[src/rtl/fifo_sync_param.sv]
// Synchronous single-clock FIFO with registered read port, occupancy count,
// threshold flags and one-cycle overflow/underflow error pulses.
module fifo_sync_param #(
  parameter int unsigned DATA_W    = 9,
  parameter int unsigned DEPTH     = 8,
  parameter int unsigned AFULL_TH  = DEPTH - 2,
  parameter int unsigned AEMPTY_TH = 2
) (
  input  logic                       clk,
  input  logic                       rst,
  input  logic                       clr,
  input  logic                       wr_en,
  input  logic [DATA_W-1:0]          wr_data,
  input  logic                       rd_en,
  output logic [DATA_W-1:0]          rd_data,
  output logic                       rd_valid,
  output logic                       full,
  output logic                       empty,
  output logic                       almost_full,
  output logic                       almost_empty,
  output logic [$clog2(DEPTH):0]     count,
  output logic                       overflow,
  output logic                       underflow
);

  localparam int unsigned AW = $clog2(DEPTH);
  localparam int unsigned CW = AW + 1;

  logic [DATA_W-1:0] mem_q [DEPTH];
  logic [AW-1:0]     wr_ptr_q, wr_ptr_d;
  logic [AW-1:0]     rd_ptr_q, rd_ptr_d;
  logic [CW-1:0]     count_q, count_d;
  logic [DATA_W-1:0] rd_data_q, rd_data_d;
  logic              rd_valid_q, rd_valid_d;
  logic              overflow_q, overflow_d;
  logic              underflow_q, underflow_d;
  logic              wr_acc_c, rd_acc_c;

  // Status flags come straight from the registered occupancy.
  assign full         = (count_q == CW'(DEPTH));
  assign empty        = (count_q == '0);
  assign almost_full  = (32'(count_q) >= AFULL_TH);
  assign almost_empty = (32'(count_q) <= AEMPTY_TH);

  assign count     = count_q;
  assign rd_data   = rd_data_q;
  assign rd_valid  = rd_valid_q;
  assign overflow  = overflow_q;
  assign underflow = underflow_q;

  // A read frees a slot in the same cycle, so a write to a full FIFO is
  // accepted when paired with a read.
  assign rd_acc_c = rd_en && !empty;
  assign wr_acc_c = wr_en && (!full || rd_acc_c);

  always_comb begin
    wr_ptr_d    = wr_ptr_q;
    rd_ptr_d    = rd_ptr_q;
    count_d     = count_q;
    rd_data_d   = rd_data_q;
    rd_valid_d  = 1'b0;
    overflow_d  = 1'b0;
    underflow_d = 1'b0;
    if (clr) begin
      wr_ptr_d = '0;
      rd_ptr_d = '0;
      count_d  = '0;
    end else begin
      if (wr_acc_c) begin
        wr_ptr_d = wr_ptr_q + AW'(1);
      end
      if (rd_acc_c) begin
        rd_data_d  = mem_q[rd_ptr_q];
        rd_ptr_d   = rd_ptr_q + AW'(1);
        rd_valid_d = 1'b1;
      end
      if (wr_acc_c && !rd_acc_c) begin
        count_d = count_q + CW'(1);
      end else if (rd_acc_c && !wr_acc_c) begin
        count_d = count_q - CW'(1);
      end
      overflow_d  = wr_en && full && !rd_acc_c;
      underflow_d = rd_en && empty;
    end
  end

  always_ff @(posedge clk or posedge rst) begin
    if (rst) begin
      wr_ptr_q    <= '0;
      rd_ptr_q    <= '0;
      count_q     <= '0;
      rd_data_q   <= '0;
      rd_valid_q  <= 1'b0;
      overflow_q  <= 1'b0;
      underflow_q <= 1'b0;
    end else begin
      wr_ptr_q    <= wr_ptr_d;
      rd_ptr_q    <= rd_ptr_d;
      count_q     <= count_d;
      rd_data_q   <= rd_data_d;
      rd_valid_q  <= rd_valid_d;
      overflow_q  <= overflow_d;
      underflow_q <= underflow_d;
    end
  end

  // Storage is not reset; a flush or reset only rewinds the pointers.
  always_ff @(posedge clk) begin
    if (!rst && !clr && wr_acc_c) begin
      mem_q[wr_ptr_q] <= wr_data;
    end
  end

endmodule

[config.mk]
export PLATFORM = sky130hd
export DESIGN_NAME = fifo_sync_param
export DESIGN_NICKNAME = d
export VERILOG_FILES = /design/src/rtl/fifo_sync_param.sv
export SDC_FILE = /design/constraint.sdc
export NUM_CORES = 1
export LEC_CHECK = 0
export ABC_CLOCK_PERIOD_IN_PS = 3800
export CORE_MARGIN = 2
export CORE_UTILIZATION = 30
export CTS_CLUSTER_DIAMETER = 200
export CTS_CLUSTER_SIZE = 8
export DETAILED_ROUTE_END_ITERATION = 16
export SETUP_SLACK_MARGIN = 0.5
export SLEW_MARGIN = 25
export SYNTH_ARGS = -nofsm -noshare
export SYNTH_HDL_FRONTEND = slang
export SYNTH_SLANG_ARGS = --single-unit
[constraint.sdc]
create_clock -name clk -period 3.8 [get_ports clk]
set_input_delay 1.14 -clock clk [delete_from_list [all_inputs] [get_ports clk]]
set_output_delay 1.14 -clock clk [all_outputs]
set_load 0.03 [all_outputs]
# Yosys cells after proc, flatten, opt, wreduce, memory -nomap -nowiden
# Memories as Yosys holds them, arrays and structs flattened. A register that Yosys moved wholly into a read port is not among the register bits.
# Cells that the tools add are included.
dict set report classes {
  addsub 4
  magnitude_cmp 2
  eq_ne 1
  n_mux 13
  n_bitwise 1
  n_reduce_logical 21
}
# op n
set op_table {}
lappend op_table {{2-to-1 mux 3 bit} 4}
lappend op_table {{2-to-1 mux 4 bit} 3}
lappend op_table {{logical AND 1 bit} 9}
lappend op_table {{adder 3 x 1 -> 3 bit (second input constant)} 2}
lappend op_table {{zero test 1 bit} 6}
lappend op_table {{2-to-1 mux 1 bit} 6}
lappend op_table {{adder 4 x 1 -> 4 bit (second input constant)} 1}
lappend op_table {{== test 4 bit (second input constant)} 1}
lappend op_table {{>= comparator 4 x 3 -> 1 bit (second input constant)} 1}
lappend op_table {{<= comparator 4 x 2 -> 1 bit (second input constant)} 1}
lappend op_table {{zero test 4 bit} 1}
lappend op_table {{nonzero test 2 bit} 2}
lappend op_table {{subtractor 4 x 1 -> 4 bit (second input constant)} 1}
lappend op_table {{nonzero test 3 bit} 1}
lappend op_table {{AND reduction 2 bit} 1}
lappend op_table {{logical OR 1 bit} 1}
lappend op_table {{NOT 1 bit} 1}
dict set report word_totals {
  reg_bits 13
  ramBits 72
  elab_cells 49
  mem_count 1
}
# name words word_bits read_ports rd_clocked_by_memory_dff wr line
set memory_table {}
lappend memory_table {mem_q 8 9 1 1 1 29} ;# logic [DATA_W-1:0] mem_q [DEPTH];

# Depth between registers and ports, before layout
# Gate-level depths: netlist of the first run.
dict set report depth {
  word_depth 10
  mapped_depth 9
  mapped_depth_nobuf 8
}

# Worst setup path before layout of the first run
# Ideal clock, no wire load.
dict set report synth_timing {
  path_type {input-to-reg}
  start {input port wr_en}
  end {memory mem_q[0][0], enable pin}
  t_arrival_ps 2694
  required_time_ps 3401
  path_slack_ps 707
  path_stages 5
  n_path_buf 1
  path_cell_list {clkbuf_1 nand2b_1 a21oi_1 nand2b_1 nor4_1}
}
dict set report synth_via {
  elab_chain_cells 4
}
# item line
set synth_rtl {}
lappend synth_rtl {{start, declared} 12} ;# input logic wr_en,
lappend synth_rtl {{logical AND 1 bit} 54} ;# assign wr_acc_c = wr_en && (!full || rd_acc_c);
lappend synth_rtl {{logical AND 1 bit} 109} ;# if (!rst && !clr && wr_acc_c) begin
lappend synth_rtl {{2-to-1 mux 1 bit} 109}
lappend synth_rtl {{2-to-1 mux 1 bit (not written as such)} 110} ;# mem_q[wr_ptr_q] <= wr_data;
lappend synth_rtl {{end, declared} 29}
# Every way passes these cells.

# Worst setup path after layout of the first run
dict set report layout_timing {
  start {register count_q[0] (netlist: count[0])}
  end {output port full}
}
dict set report layout_via {
  elab_chain_cells 1
}
# item line
set layout_rtl {}
lappend layout_rtl {{start, declared} 32} ;# logic [CW-1:0] count_q, count_d;
lappend layout_rtl {{start signal, assigned} 99} ;# count_q <= count_d;
lappend layout_rtl {{== test 4 bit} 40} ;# assign full = (count_q == CW'(DEPTH));
lappend layout_rtl {{end, declared} 17} ;# output logic full,
# Every way passes these cells.

==> impl_metrics.env, run 1 <==
export IMPL_outcome="complete, no violations"
export IMPL_worst_path_dominant_cell_family="simple AND/OR/NAND/NOR gates"
export IMPL_yosysWarnings=0
export IMPL_row_count=41
export IMPL_netlist_area_mm2=0.003946
export IMPL_drt_initial_drc_count=110
export IMPL_ioPinCount=34
export IMPL_max_stage_delay_ns=0.65
export IMPL_synth_top_area_share_pct=54.79
export IMPL_timing_final_crit_share_pct=83.21
export IMPL_setup_viol=0
export IMPL_synth_cells=274
export IMPL_root_buffer="clkbuf_16"
export IMPL_clk_latency_ns=0.34
export IMPL_crit_type="flop to output pin"
export IMPL_ant_nets=0
export IMPL_p_sw_uw=1093
export IMPL_n_antenna_cell=0
export IMPL_clk_pin_slew_worst_paths_ns=0.07
export IMPL_clock_sinks=94
export IMPL_syn_to_final_growth_pct=22.10
export IMPL_cts_hold_fix_buffers=0
export IMPL_power_density_mw_per_mm2=667.1
export IMPL_synth_area_top_cells="edfxtp_1, dfrtp_1, mux2i_1"
export IMPL_die_h_um=118.7
export IMPL_grt_pass1_wl_um=12560
export IMPL_grt_max_degree=39
export IMPL_hold_violations=0
export IMPL_dieArea_mm2=0.01409
export IMPL_chipWidth_um=118.7
export IMPL_ir_worst_vdd_v=0.0002290
export IMPL_drive_above_1_share_pct=10.59
export IMPL_min_period_ns=3.162
export IMPL_p_sw_share_pct=33.99
export IMPL_dp_cells=477
export IMPL_final_cells=493
export IMPL_ys_seq_area_share_pct=68.74
export IMPL_vias=2333
export IMPL_path_buf_inv=2
export IMPL_power_frac_clock_pct=26.4
export IMPL_holdWs_ns=0.5368
export IMPL_clock_skew_ns=0.01070
export IMPL_worst_slew_pin_slew_ns=0.8843
export IMPL_htreeDepth=3
export IMPL_p_leak_uw=0.001710
export IMPL_post_cts_buffers=0
export IMPL_syn_nets=293
export IMPL_layout_cells_most_common="edfxtp_1"
export IMPL_grt_pass1_vias=2321
export IMPL_fmax_mhz=316.2
export IMPL_total_power_uw=3214
export IMPL_final_cell_mix="edfxtp_1, mux2i_1, clkdlybuf4s50_1"
export IMPL_seq_power_share_pct=43.7
export IMPL_ys_seq_elements=94
export IMPL_synth_area_leader_cell="edfxtp_1"
export IMPL_drv_cap=0
export IMPL_port_buffers=33
export IMPL_fill_cells=1245
export IMPL_timing_rr_start="count[0]"
export IMPL_antenna_found_initial=0
export IMPL_hp_start="rd_data[7]"
export IMPL_critPathLaunchType="flop"
export IMPL_globalRoute_totalOverflow=0
export IMPL_slew_headroom_pct=40.93
export IMPL_grt_use_total_pct=11.84
export IMPL_drv_slew=0
export IMPL_gp_congestion=0.7548
export IMPL_pwr_share_comb_pct=29.9
export IMPL_crit_path_end_kind="output pin"
export IMPL_core_area_mm2=0.01272
export IMPL_initial_core_util_pct=31.02
export IMPL_finalSetupTns_ns=0
export IMPL_crit_arrival_ns=2.02
export IMPL_cts_buffer_depth=2
export IMPL_cp_max_fo=13
export IMPL_startpoint="count[0]"
export IMPL_cts_tree="done"
export IMPL_critical_path_slowest_cell="or4b_4"
export IMPL_place_hpwl_um=4762
export IMPL_avgSynthCellArea_um2=14.40
export IMPL_worstPathRequired_ns=2.66
export IMPL_vias_per_cell=4.732
export IMPL_drc_errors=0
export IMPL_wl_per_cell_um=16.02
export IMPL_rsz0062_at_grt="no"
export IMPL_nets=335
export IMPL_drt_pre_antenna_iters=4
export IMPL_cts_buffers=9
export IMPL_p_int_uw=2122
export IMPL_postRouteWirelength_um=7897
export IMPL_hp_class="flop to flop"
export IMPL_synth_cell_types=38
export IMPL_crit_path_cell_trace="or4b_4 -> inv_1 -> dlygate4sd2_1"
## kinds of logic after synthesis
kind of cell | synth area share (%)
multiplexers | 9.924
XOR/XNOR | 1.554
buffers and inverters | 3.393
AO/OA/AOI/OAI | 8.339
adder cells (fa/ha/maj) | 1.776
AND/OR/NAND/NOR | 6.278
flip-flops | 68.74
## area by class of cell
class | count | area [um^2] | share of cell area (%)
Clock buffer | 10 | 229.0 | 4.752
Clock inverter | 6 | 53.80 | 1.117
Inverter | 15 | 56.30 | 1.169
Multi-Input combinational cell | 150 | 1119 | 23.21
Sequential cell | 94 | 2716 | 56.38
Tap cell | 172 | 215.2 | 4.466
Timing Repair Buffer | 46 | 429.2 | 8.907
## stage by stage
| stage | setup WS [ns] | util (%) | area [um^2] |
|---|---|---|---|
| after floorplan | 0.7070 | - | 3946 |
| after global placement | 0.4868 | 35.57 | 4526 |
| after detailed placement | 0.4428 | 35.59 | 4528 |
| after CTS | 0.5581 | 37.85 | 4816 |
| after global routing | 0.5649 | 37.87 | 4818 |
| final | 0.6379 | 37.87 | 4818 |
## routing by layer
layer | global-route usage, % | up-vias | routed length (um)
met5 | 0 | - | 0
met4 | 4.762 | 0 | 120
met3 | 2.799 | 7 | 413
met2 | 18.61 | 56 | 3827
met1 | 15.77 | 1165 | 3536
li1 | - | 1105 | -
## path summary, 6_finish.rpt
kind,endpoint,slack [ns],cells past startpoint
max in group asynchronous,rd_ptr_q[0],2.17,3
min in group asynchronous,rd_data[2],1.35,3
worst max register to register,count[3],0.97,8
worst min register to register,rd_data[7],0.54,2
worst min-delay path,rd_data[7],0.54,2
worst max-delay path,full,0.64,3
## Yosys cell counts
library cell / instances
edfxtp_1: 72
o41a_1: 1
fa_1: 1
a211oi_1: 2
nand2b_1: 2
xnor2_1: 4
o21ai_0: 12
o21bai_1: 1
nor3b_1: 1
buf_4: 1
a21oi_1: 8
nor4_1: 3
and2_1: 1
o311a_1: 1
clkbuf_1: 2
a211o_1: 1
a22oi_1: 18
o41ai_1: 1
nand3_1: 10
o211ai_1: 1
buf_2: 8
dfrtp_1: 22
nor3_1: 2
o211a_1: 1
ha_1: 4
buf_6: 1
nand2_1: 7
or3_1: 1
nor2b_1: 3
buf_1: 3
nor2_1: 18
mux2_1: 1
mux2i_1: 38
inv_1: 15
nor3_2: 1
or4b_4: 1
xor2_1: 3
a21o_1: 2
## power groups by stage
stage	registers (uW)	logic, uW	clock network (uW)
after global routing	1430	1050	912
after global placement	1420	963	0
final	1400	961	849
after floorplan	1410	653	0
after CTS	1410	973	869
after detailed placement	1430	969	0
## flip-flops by register name, summed over array words and instances, names as in the netlist
register and cells:
count 4, mem_q 72, overflow 1, rd_data 9, rd_ptr_q 3, rd_valid 1
underflow 1, wr_ptr_q 3
## timing repair
item                       4_1_cts  5_1_grt
pin swaps                        0        0
resized for setup                2        1
setup endpoints to repair        2        1
## worst min-delay path, cell delays in order, from the launching register on
cell     delay [ns]
dfrtp_1        0.38
inv_1          0.05
o21ai_0        0.07
Power figures use the tool's default switching activity.
==> run 2, diff against run 1 <==
--- a/config.mk
+++ b/config.mk
@@ -5,7 +5,7 @@
 export SDC_FILE = /design/constraint.sdc
 export NUM_CORES = 1
 export LEC_CHECK = 0
-export ABC_CLOCK_PERIOD_IN_PS = 3800
+export ABC_CLOCK_PERIOD_IN_PS = 3000
 export CORE_MARGIN = 2
 export CORE_UTILIZATION = 30
 export CTS_CLUSTER_DIAMETER = 200
==> constraint.sdc (replaced) <==
create_clock -name clk -period 3 [get_ports clk]
set_input_delay 0.9 -clock clk [delete_from_list [all_inputs] [get_ports clk]]
set_output_delay 0.9 -clock clk [all_outputs]
set_load 0.03 [all_outputs]
==> impl_metrics.env, run 2 (same netlist as run 1, synthesis figures left out) <==
export IMPL_outcome="complete, no violations"
export IMPL_globalRoute_totalOverflow=0
export IMPL_die_h_um=118.7
export IMPL_drc_errors=0
export IMPL_ant_nets=0
export IMPL_hold_violations=0
export IMPL_setup_ws_ns=0.4006
export IMPL_grt_max_degree=23
export IMPL_path_buf_inv=2
export IMPL_fmax_mhz=384.7
export IMPL_ioPinCount=34
export IMPL_drv_cap=0
export IMPL_drt_initial_drc_count=169
export IMPL_worst_path_dominant_cell_family="compound AO/OA/AOI/OAI gates"
export IMPL_grt_pass1_wl_um=12930
export IMPL_grt_use_total_pct=12.42
export IMPL_place_worst_setup_slack_ns=-0.003227
export IMPL_clk_pin_slew_worst_paths_ns=0.07
export IMPL_total_power_uw=4227
export IMPL_rsz0062_at_grt="yes"
export IMPL_fill_cells=1231
export IMPL_largest_reg_flops=72
export IMPL_gp_congestion=0.7845
export IMPL_port_buffers=33
export IMPL_cts_buffer_depth=2
export IMPL_row_count=41
export IMPL_crit_path_end_kind="flop"
export IMPL_wl_per_cell_um=16.44
export IMPL_layout_cells_most_common="edfxtp_1"
export IMPL_crit_type="flop to flop"
export IMPL_root_buffer="clkbuf_16"
export IMPL_min_period_ns=2.599
export IMPL_r2r_cells=9
export IMPL_rrSetupSlack_ns=0.40
export IMPL_cts_buffers=9
export IMPL_cp_max_fo=2
export IMPL_nets=346
export IMPL_drt_pre_antenna_iters=4
export IMPL_holdPathEnd="rd_data[7]"
export IMPL_clk_latency_ns=0.34
export IMPL_vias_per_cell=4.546
export IMPL_initial_core_util_pct=31.02
export IMPL_crit_path_cell_trace="or4b_4 -> buf_6 -> o211a_1 -> inv_2 -> ha_4 -> a21o_1 -> a21oi_2 -> mux2i_2 -> mux2_4"
export IMPL_worstPathRequired_ns=3.22
export IMPL_clock_skew_ns=0.005075
export IMPL_chipWidth_um=118.7
export IMPL_power_density_mw_per_mm2=848.3
export IMPL_crit_arrival_ns=2.82
export IMPL_cts_hold_fix_buffers=0
export IMPL_max_stage_delay_ns=0.54
export IMPL_hold_depth=2
export IMPL_core_area_mm2=0.01272
export IMPL_largest_register="mem_q"
export IMPL_critPathLaunchType="flop"
export IMPL_slew_headroom_pct=40.44
export IMPL_syn_to_final_growth_pct=26.28
export IMPL_worst_slew_pin_slew_ns=0.8915
export IMPL_vias=2291
export IMPL_hp_class="flop to flop"
export IMPL_ir_worst_vdd_v=0.0003356
export IMPL_setup_viol=0
export IMPL_postRouteWirelength_um=8286
export IMPL_htreeDepth=3
export IMPL_place_hpwl_um=5098
export IMPL_timing_rr_end="count[3]"
export IMPL_clock_sinks=94
export IMPL_dieArea_mm2=0.01409
export IMPL_drive_above_1_share_pct=16.87
export IMPL_post_route_util_pct=39.17
export IMPL_timing_rr_start="count[1]"
export IMPL_p_leak_uw=0.001811
export IMPL_n_antenna_cell=0
export IMPL_grt_pass1_vias=2304
export IMPL_antenna_found_initial=0
export IMPL_critical_path_slowest_cell="or4b_4"
export IMPL_hp_start="rd_data[7]"
export IMPL_timing_final_crit_share_pct=86.65
export IMPL_finalSetupTns_ns=0
export IMPL_drv_slew=0
export IMPL_cts_tree="done"
export IMPL_final_cell_mix="edfxtp_1, mux2i_1, clkdlybuf4s50_1"
## run 2: changes by cell type in the layout (fill, tap and decap cells not counted), moves of 2 or more
cell / delta
dlygate4sd2_1: +2
buf_4: +9
dfrtp_1: -2
clkdlybuf4s50_1: -6
buf_12: +3
dfrtp_2: +3
## run 2: worst reg2reg max path, delay by kind of cell (launching register included)
kind                     cells  cell delay (ns)
buffers and inverters        2             0.22
AO/OA/AOI/OAI                3             0.57
flip-flops                   1             0.40
adder cells (fa/ha/maj)      1             0.19
AND/OR/NAND/NOR              1             0.54
multiplexers                 2             0.57
## run 2: layout make-up
class | count | area [um^2] | area share (%)
sequential | 94 | 2716 | 54.51
multi-input combinational | 150 | 1170 | 23.47
timing repair buffer | 57 | 543.0 | 10.90
clock buffer | 10 | 229.0 | 4.595
tap | 172 | 215.2 | 4.318
inverter | 15 | 56.30 | 1.130
clock inverter | 6 | 53.80 | 1.080
## run 2: what timing repair did
item / CTS / global route
setup endpoints to repair: 6 / 7
hold endpoints to repair: 0 / 0
gates resized for setup: 11 / 20
pin swaps: 3 / 4
setup buffers: 2 / 2
## run 2: stage by stage
step / std cells / cell area [um^2] / hold slack, ns
6_report: 504 / 4984 / 0.5328
5_1_grt: 504 / 4984 / 0.5647
4_1_cts: 502 / 4941 / 0.5413
3_5_place_dp: 484 / 4636 / 0.5294
3_3_place_gp: 484 / 4636 / 0.5224
2_1_floorplan: 274 / 3980 / 0.5436
## run 2: worst max-delay path by stage
stage,from,to,slack (ns),cells past startpoint
after floorplan,count[1],count[3],0.39,9
after global placement,rd_en,count[3],0.08,9
after detailed placement,rd_en,count[3],-0.003,9
after CTS,count[1],full,0.33,3
after global routing,count[1],count[3],0.29,10
final,count[1],count[3],0.40,9
## run 2: power by group
group	internal, uW	switching (uW)	leakage [uW]
Sequential	1520	134	0.000930
Combinational	686	816	0.000745
Clock	578	491	0.000136
## run 2: per-layer routing
layer	up-vias	track usage [%]	share of wire, %	wire, um
met5	-	0	0	0
met4	0	5.357	1.8	153
met3	11	2.703	4.6	382
met2	43	19.94	48	4012
met1	1104	16.17	45	3738
li1	1133	-	-	-
